File: config.mk
export PLATFORM = sky130hd
export DESIGN_NAME = imem_loader
export DESIGN_NICKNAME = d
export VERILOG_FILES = /design/src/rtl/loader_pkg.sv /design/src/rtl/imem_loader.sv
export SDC_FILE = /design/constraint.sdc
export NUM_CORES = 1
export LEC_CHECK = 0
export ABC_AREA = 1
export ABC_CLOCK_PERIOD_IN_PS = 3200
export CORE_ASPECT_RATIO = 0.5
export CORE_MARGIN = 2
export CORE_UTILIZATION = 51
export CTS_CLUSTER_DIAMETER = 80
export DETAILED_ROUTE_END_ITERATION = 16
export MAX_ROUTING_LAYER = met4
export PLACE_DENSITY = 0.94
export RECOVER_POWER = 50
export SYNTH_ARGS = -nofsm -noshare
export SYNTH_HDL_FRONTEND = slang
export SYNTH_SLANG_ARGS = --single-unit
File: constraint.sdc
create_clock -name clk -period 3.2 [get_ports clk]
set_input_delay 0.64 -clock clk [delete_from_list [all_inputs] [get_ports clk]]
set_output_delay 0.64 -clock clk [all_outputs]
set_load 0.01 [all_outputs]
File: src/rtl/loader_pkg.sv
// Shared definitions for the instruction-memory loader: FSM state encoding
// and the default pipeline drain length.
package loader_pkg;

  typedef enum logic [1:0] {
    ST_IDLE  = 2'd0,
    ST_LOAD  = 2'd1,
    ST_DRAIN = 2'd2,
    ST_DONE  = 2'd3
  } state_t;

  localparam int DRAIN_CYCLES_DEFAULT = 4;

endpackage

File: src/rtl/imem_loader.sv
// Streams host words into I-Mem while holding the CPU pipeline in reset.
// Optional LOADER_CHECKSUM_EN adds an XOR checksum output of the session's words.
module imem_loader
  import loader_pkg::*;
#(
  parameter int INSTR_WIDTH  = 32,
  parameter int NUM_ENTRIES  = 512,
  parameter int MEM_DEPTH    = $clog2(NUM_ENTRIES),
  parameter int DRAIN_CYCLES = DRAIN_CYCLES_DEFAULT
) (
  input  logic                   clk,
  input  logic                   reset,
  input  logic                   start,
  input  logic [MEM_DEPTH:0]     len,
  input  logic                   s_valid,
  input  logic [INSTR_WIDTH-1:0] s_data,
  output logic                   s_ready,
  output logic                   imem_we,
  output logic [MEM_DEPTH-1:0]   imem_addr,
  output logic [INSTR_WIDTH-1:0] imem_wdata,
  output logic                   cpu_hold,
  output logic                   busy,
  output logic                   done,
  output logic                   err
`ifdef LOADER_CHECKSUM_EN
  ,
  output logic [INSTR_WIDTH-1:0] checksum
`endif
);

  // Handshake protocol: a word transfers on any rising edge where
  // s_valid and s_ready are both 1; s_ready depends only on the state.

  localparam int LW  = MEM_DEPTH + 1;
  localparam int DCW = (DRAIN_CYCLES > 2) ? $clog2(DRAIN_CYCLES) : 1;

  state_t         state;
  state_t         state_nxt;
  logic [LW-1:0]  len_q;
  logic [LW-1:0]  cnt;
  logic [DCW-1:0] drain_cnt;
  logic           len_ok;
  logic           accept_start;
  logic           hs;
  logic           last_word;
  logic           drain_last;

  assign len_ok       = (len != '0) && (len <= LW'(NUM_ENTRIES));
  assign accept_start = (state == ST_IDLE) && start && len_ok;
  assign hs           = s_valid && s_ready;
  assign last_word    = (cnt == len_q - 1'b1);
  assign drain_last   = (drain_cnt == DCW'(DRAIN_CYCLES - 1));

  always_ff @(posedge clk or posedge reset) begin
    if (reset) state <= ST_IDLE;
    else       state <= state_nxt;
  end

  always_comb begin
    state_nxt = state;
    case (state)
      ST_IDLE:  if (accept_start)     state_nxt = ST_LOAD;
      ST_LOAD:  if (hs && last_word)  state_nxt = ST_DRAIN;
      ST_DRAIN: if (drain_last)       state_nxt = ST_DONE;
      ST_DONE:                        state_nxt = ST_IDLE;
      default:                        state_nxt = ST_IDLE;
    endcase
  end

  always_comb begin
    s_ready  = (state == ST_LOAD);
    cpu_hold = (state == ST_LOAD) || (state == ST_DRAIN);
    busy     = (state != ST_IDLE);
    done     = (state == ST_DONE);
  end

  // Write port is registered so the I-Mem sees the word one cycle after its handshake.
  always_ff @(posedge clk or posedge reset) begin
    if (reset) begin
      len_q      <= '0;
      cnt        <= '0;
      drain_cnt  <= '0;
      imem_we    <= 1'b0;
      imem_addr  <= '0;
      imem_wdata <= '0;
      err        <= 1'b0;
    end else begin
      imem_we <= hs;
      err     <= (state == ST_IDLE) && start && !len_ok;
      if (accept_start) begin
        len_q <= len;
        cnt   <= '0;
      end else if (hs) begin
        cnt <= cnt + 1'b1;
      end
      if (hs) begin
        imem_addr  <= cnt[MEM_DEPTH-1:0];
        imem_wdata <= s_data;
      end
      if (state == ST_DRAIN) drain_cnt <= drain_cnt + 1'b1;
      else                   drain_cnt <= '0;
    end
  end

`ifdef LOADER_CHECKSUM_EN
  always_ff @(posedge clk or posedge reset) begin
    if (reset)             checksum <= '0;
    else if (accept_start) checksum <= '0;
    else if (hs)           checksum <= checksum ^ s_data;
  end
`endif

endmodule

==> results of run 1 <==
==> routing by layer <==
metal	vias to the layer above	global-route usage [%]	part of all wire, %
li1	1392	-	-
met1	1457	33.1	40
met2	132	47.5	50
met3	37	7.00	5.7
met4	0	13.1	3.9
met5	-	-	0
==> critical path, stage by stage (launching register included) <==
cell and delay (ns):
dfrtp_1 0.42, inv_1 0.12, ha_1 0.28, inv_1 0.07
clkdlybuf4s50_1 0.52
==> power breakdown <==
part | switching, uW | total [uW] | internal, uW
registers | 293 | 1480 | 1180
clock network | 368 | 1010 | 646
logic | 969 | 1830 | 860
total | 1630 | 4320 | 2690
==> metrics by stage <==
stage | power (uW) | setup slack, ns | area, um2 | std cells
after floorplan | 2420 | 0.877 | 3160 | 392
after global placement | 3180 | 0.796 | 4180 | 564
after detailed placement | 3250 | 0.768 | 4180 | 564
after CTS | 4330 | 0.821 | 4490 | 580
after global routing | 4590 | 0.568 | 4470 | 580
final | 4320 | 0.817 | 4470 | 580
==> sequential cells by signal, indices dropped and copies added, names as in the netlist <==
| register | flops |
|---|---|
| state | 2 |
| err | 1 |
| imem_addr | 9 |
| imem_wdata | 32 |
| drain_cnt | 2 |
| cnt | 10 |
| imem_we | 1 |
| len_q | 10 |
==> cells in the final DEF, fill, tap and decap left out, types with 6 or more instances in the layout <==
cell               n
clkbuf_16          9
xor2_1             9
nand2_1          171
ha_1               8
clkdlybuf4s50_1   90
nand3_1           12
nor2_1            23
inv_2              6
o21ai_0           17
dfrtp_1           67
inv_1             33
==> worst paths after layout <==
| kind | startpoint | to | slack (ns) |
|---|---|---|---|
| min in group asynchronous | reset | imem_wdata[22]$_DFFE_PP0P_ | 1.30 |
| hold reg to reg | drain_cnt[0]$_DFF_PP0_ | drain_cnt[0]$_DFF_PP0_ | 0.45 |
| setup reg to reg | state[1]$_DFFE_PP0P_ | cnt[4]$_DFFE_PP0P_ | 0.86 |
| max in group asynchronous | reset | imem_addr[0]$_DFFE_PP0P_ | 0.95 |
| hold / removal | drain_cnt[0]$_DFF_PP0_ | drain_cnt[0]$_DFF_PP0_ | 0.45 |
| setup / recovery | state[0]$_DFFE_PP0P_ | busy | 0.82 |
==> final cells by class <==
cell class              instances  area, um2  area share [%]
clock buffers                  11        253            5.65
flip-flops and latches         67       1680            37.5
well taps                      88        110            2.46
multi-input cells             274       1280            28.7
repair buffers                 95        938            21.0
inverters                      40        150            3.36
clock inverters                 5       61.3            1.37
==> cell families (layout without fill, tap and decap cells) <==
logic type                 Yosys count  in the layout  synth area share [%]
and+or+nand+nor                    229            229                  30.0
DFF                                 67             67                  53.0
AOI/OAI and AO/OA                   26             26                  4.47
adders and majority gates            8              8                  3.17
xor gates and xnor gates            11             11                  3.05
buffers and inverters               51            151                  6.29
==> impl_metrics.toml, run 1 <==
[status]
status = "complete, but fails checks"
violations = "max-capacitance violations, max-slew violations"

[synth]
synth_top_flop_cell = "dfrtp_1"
synth_top_area_share_pct = 53.0
synth_top_area_cell = "dfrtp_1"
synth_most_common_cell = "nand2_1"
synthCells = 392
syn_nets = 446
ys_ff_latch = 67
synth_area_per_cell_um2 = 8.07
synth_warnings = 0
ys_top_cells_by_area = "dfrtp_1, nand2_1, inv_1, ha_1, nor2_1"
synth-edff-count = 0
synthDistinctLibCells = 26
synth-seq-area-share_pct = 53.0
synthArstFlopShare_pct = 100
synthTopCellsByCount = "nand2_1, dfrtp_1, inv_1"
synthesis.area_mm2 = 0.00316

[detailed_routing]
first_iter_violations = 215
wl_per_cell_um = 15.4
drtPass1Iterations = 8
ant_nets = 0
vias = 3018
via_per_inst = 5.20
route.detailed.drc = 0
wl_um = 8910

[sta]
hold_violations = 0
period_needed_ns = 2.38
fin_setup_tns_ns = 0
tightest_slew_ns = 1.58
hold-worst-slack_ns = 0.453
fmax_mhz = 420
rsz0062_at_grt = "false"
skew_ns = 0.00562
relSlewSlack_pct = -5.36
setup_viol = 0
post-route-period-util_pct = 74.5
slew_violations = 68

[placed_design]
routabilityCongestion = 0.837
portBuffers = 92
dp_hpwl_um = 5430

[floorplan]
dieWidth_um = 115
row_count = 20
initial_core_util_pct = 52.4
top_level_ports = 93
coreArea_mm2 = 0.00603
dieHeight_um = 59.7
dieArea_mm2 = 0.00688

[job]
maxCapViolCount = 1

[clock_network]
cts_hold_buffers = 0
clk_path_buf_depth = 2
clk_pin_slew_ns = 0.05
cts_tree = "built"
postCtsSetupRepairBufs = 0
htree_levels = 3
cts_resized = 0
cts.sinks = 67
clock_latency_ns = 0.33
cts_made_buffers = 9
cts-root-buf = "clkbuf_16"

[power]
ir_drop_uv = 448
powerDensity_mw_per_mm2 = 966
p_leak_uw = 0.00223

[worst_setup_path]
arrival_ns = 1.74
path_class = "reg -> out"
crit_fanout = 4
critical_path.startpoint_type = "flip-flop"
reg2reg_depth = 9
cp-end-kind = "output pin"
cp.required_ns = 2.56

[hold_path]
holdPathStages = 1
hold_class = "reg -> reg"

[global_routing]
grt_overflow = 0
grt_pass1_wl_um = 14200
antenna_found_initial = 0
grt_max_degree = 68
grt_use_total_pct = 28.4
grt_pass1_vias = 2875

[layout]
diodes = 0
drive_gt1_share_pct = 7.72
fin_nets = 541
area_delta_synth_final_pct = 41.5
fillerInstances = 390
utilization_pct = 74.2
No activity file was read; power rests on OpenSTA's default activity.
==> inputs of run 2 (changes only) <==
Settings changed: ABC_CLOCK_PERIOD_IN_PS 3200 to 2000, CORE_UTILIZATION 51 to 43, PLACE_DENSITY 0.94 to 0.86.
Clock period 3.2 ns to 2 ns, I/O delays scaled along.
==> impl_metrics.toml, run 2 (synthesized netlist as in run 1, its figures left out) <==
[detailed_routing]
wl_um = 7950
wl_per_cell_um = 13.3
via_per_inst = 4.79
route.detailed.drc = 0
first_iter_violations = 174
vias = 2861
drtPass1Iterations = 4
ant_nets = 0

[layout]
final_common_cell = "nand2_1"
layout_common_cells = "nand2_1, clkdlybuf4s50_1, dfrtp_1"
largest_reg_flops = 32
drive_gt1_share_pct = 12.4
diodes = 0
largestRegisters = "imem_wdata: 32 flops, cnt: 10 flops, len_q: 10 flops"
top_register = "imem_wdata"
fin_nets = 550
fin_cells = 597
area_delta_synth_final_pct = 46.1

[clock_network]
htree_levels = 3
clk_pin_slew_ns = 0.05
clock_latency_ns = 0.32
cts_made_buffers = 9
cts_tree = "built"
cts.sinks = 67
cts_hold_buffers = 0
clk_path_buf_depth = 2
cts-root-buf = "clkbuf_16"

[job]
maxCapViolCount = 0

[placed_design]
dp_hpwl_um = 5100
dp.cells = 575
portBuffers = 92
routabilityCongestion = 0.878

[global_routing]
grt_overflow = 0
antenna_found_initial = 0
grt_pass1_vias = 2728
grt_use_total_pct = 20.1
grt_max_degree = 68
grt_pass1_wl_um = 12700

[sta]
post-route-period-util_pct = 97.1
setup_viol = 0
relSlewSlack_pct = 41.0
rsz0062_at_grt = "true"
fin_setup_tns_ns = 0
tightest_slew_ns = 0.886
hold_violations = 0
period_needed_ns = 1.94
skew_ns = 0.00748
slew_violations = 0
fmax_mhz = 515

[floorplan]
initial_core_util_pct = 43.8
top_level_ports = 93
row_count = 22
coreArea_mm2 = 0.00721
dieArea_mm2 = 0.00810
dieHeight_um = 64.6
dieWidth_um = 125

[worst_setup_path]
cpPeakStageDelay_ns = 0.48
critPathSlowestCell = "clkdlybuf4s50_1"
r2r_end = "state[1]$_DFFE_PP0P_"
path_cells = "buf_4 > ha_1 > clkdlybuf4s50_1"
rrSetupSlack_ns = 0.07
cp-end-kind = "output pin"
r2r-start = "len_q[0]$_DFFE_PP0N_"
cp.required_ns = 1.60
critPathLaunch = "state[0]$_DFFE_PP0P_"
reg2reg_depth = 13
path_class = "reg -> out"
crit_fanout = 3
critical_path.startpoint_type = "flip-flop"
arrival_ns = 1.54

[status]
status = "completed"

[power]
finalPower_uw = 7060
powerDensity_mw_per_mm2 = 1530
p_leak_uw = 0.00228
ir_drop_uv = 703

[hold_path]
holdPathEnd = "drain_cnt[0]$_DFF_PP0_"
hp-start = "drain_cnt[0]$_DFF_PP0_"
hold_class = "reg -> reg"
holdPathStages = 1
run 2: area by class of cell:
| class | count | area, um2 |
|---|---|---|
| repair buffers | 104 | 1000 |
| multi-input cells | 274 | 1370 |
| clock inverters | 4 | 50.0 |
| clock buffers | 12 | 246 |
| flip-flops and latches | 67 | 1680 |
| inverters | 40 | 154 |
| fillers | 562 | 2590 |
| well taps | 96 | 120 |
run 2: worst max path at each step:
stage                           endpoint  slack [ns]  depth (start not counted)
floorplan             cnt[9]$_DFFE_PP0P_        0.34                          9
global placement    state[1]$_DFFE_PP0P_        0.03                         12
detailed placement  state[1]$_DFFE_PP0P_       0.006                         12
CTS                              s_ready       -0.03                          3
global route        state[1]$_DFFE_PP0P_       -0.04                         13
finish                              done        0.06                          3
run 2: per-stage QoR:
stage	hold WS [ns]	cell area (um2)	utilization, %	worst slack [ns]
2_1_floorplan	0.407	3170	-	0.339
3_3_place_gp	0.419	4220	58.4	0.0349
3_5_place_dp	0.436	4220	58.4	0.00632
4_1_cts	0.442	4530	62.8	-0.0296
5_1_grt	0.462	4620	64.1	-0.0391
6_report	0.439	4620	64.1	0.0574
run 2: critical path: cells and delay by family (launching register included):
kind	cells	cell delay, ns
buf+inv	2	0.64
flops	1	0.40
fa+ha+maj	1	0.19
run 2: timing repair:
item                       4_1_cts  5_1_grt
buffers inserted                 2        4
cloned                           0        0
resized for setup                3       21
hold endpoints to repair         0        0
pin swaps                        0       11
setup endpoints to repair        3        4
run 2: power breakdown:
group          switching [uW]  internal [uW]
registers                 429           1890
clock network             546            996
logic                    1650           1550
total                    2630           4440
run 2: routing by layer:
layer | global-route usage (%) | vias to the layer above | part of all wire (%)
met3 | 5.45 | 14 | 4.7
li1 | - | 1410 | -
met4 | 4.58 | 0 | 1.6
met1 | 23.3 | 1362 | 42
met2 | 35.5 | 75 | 52
met5 | - | - | 0
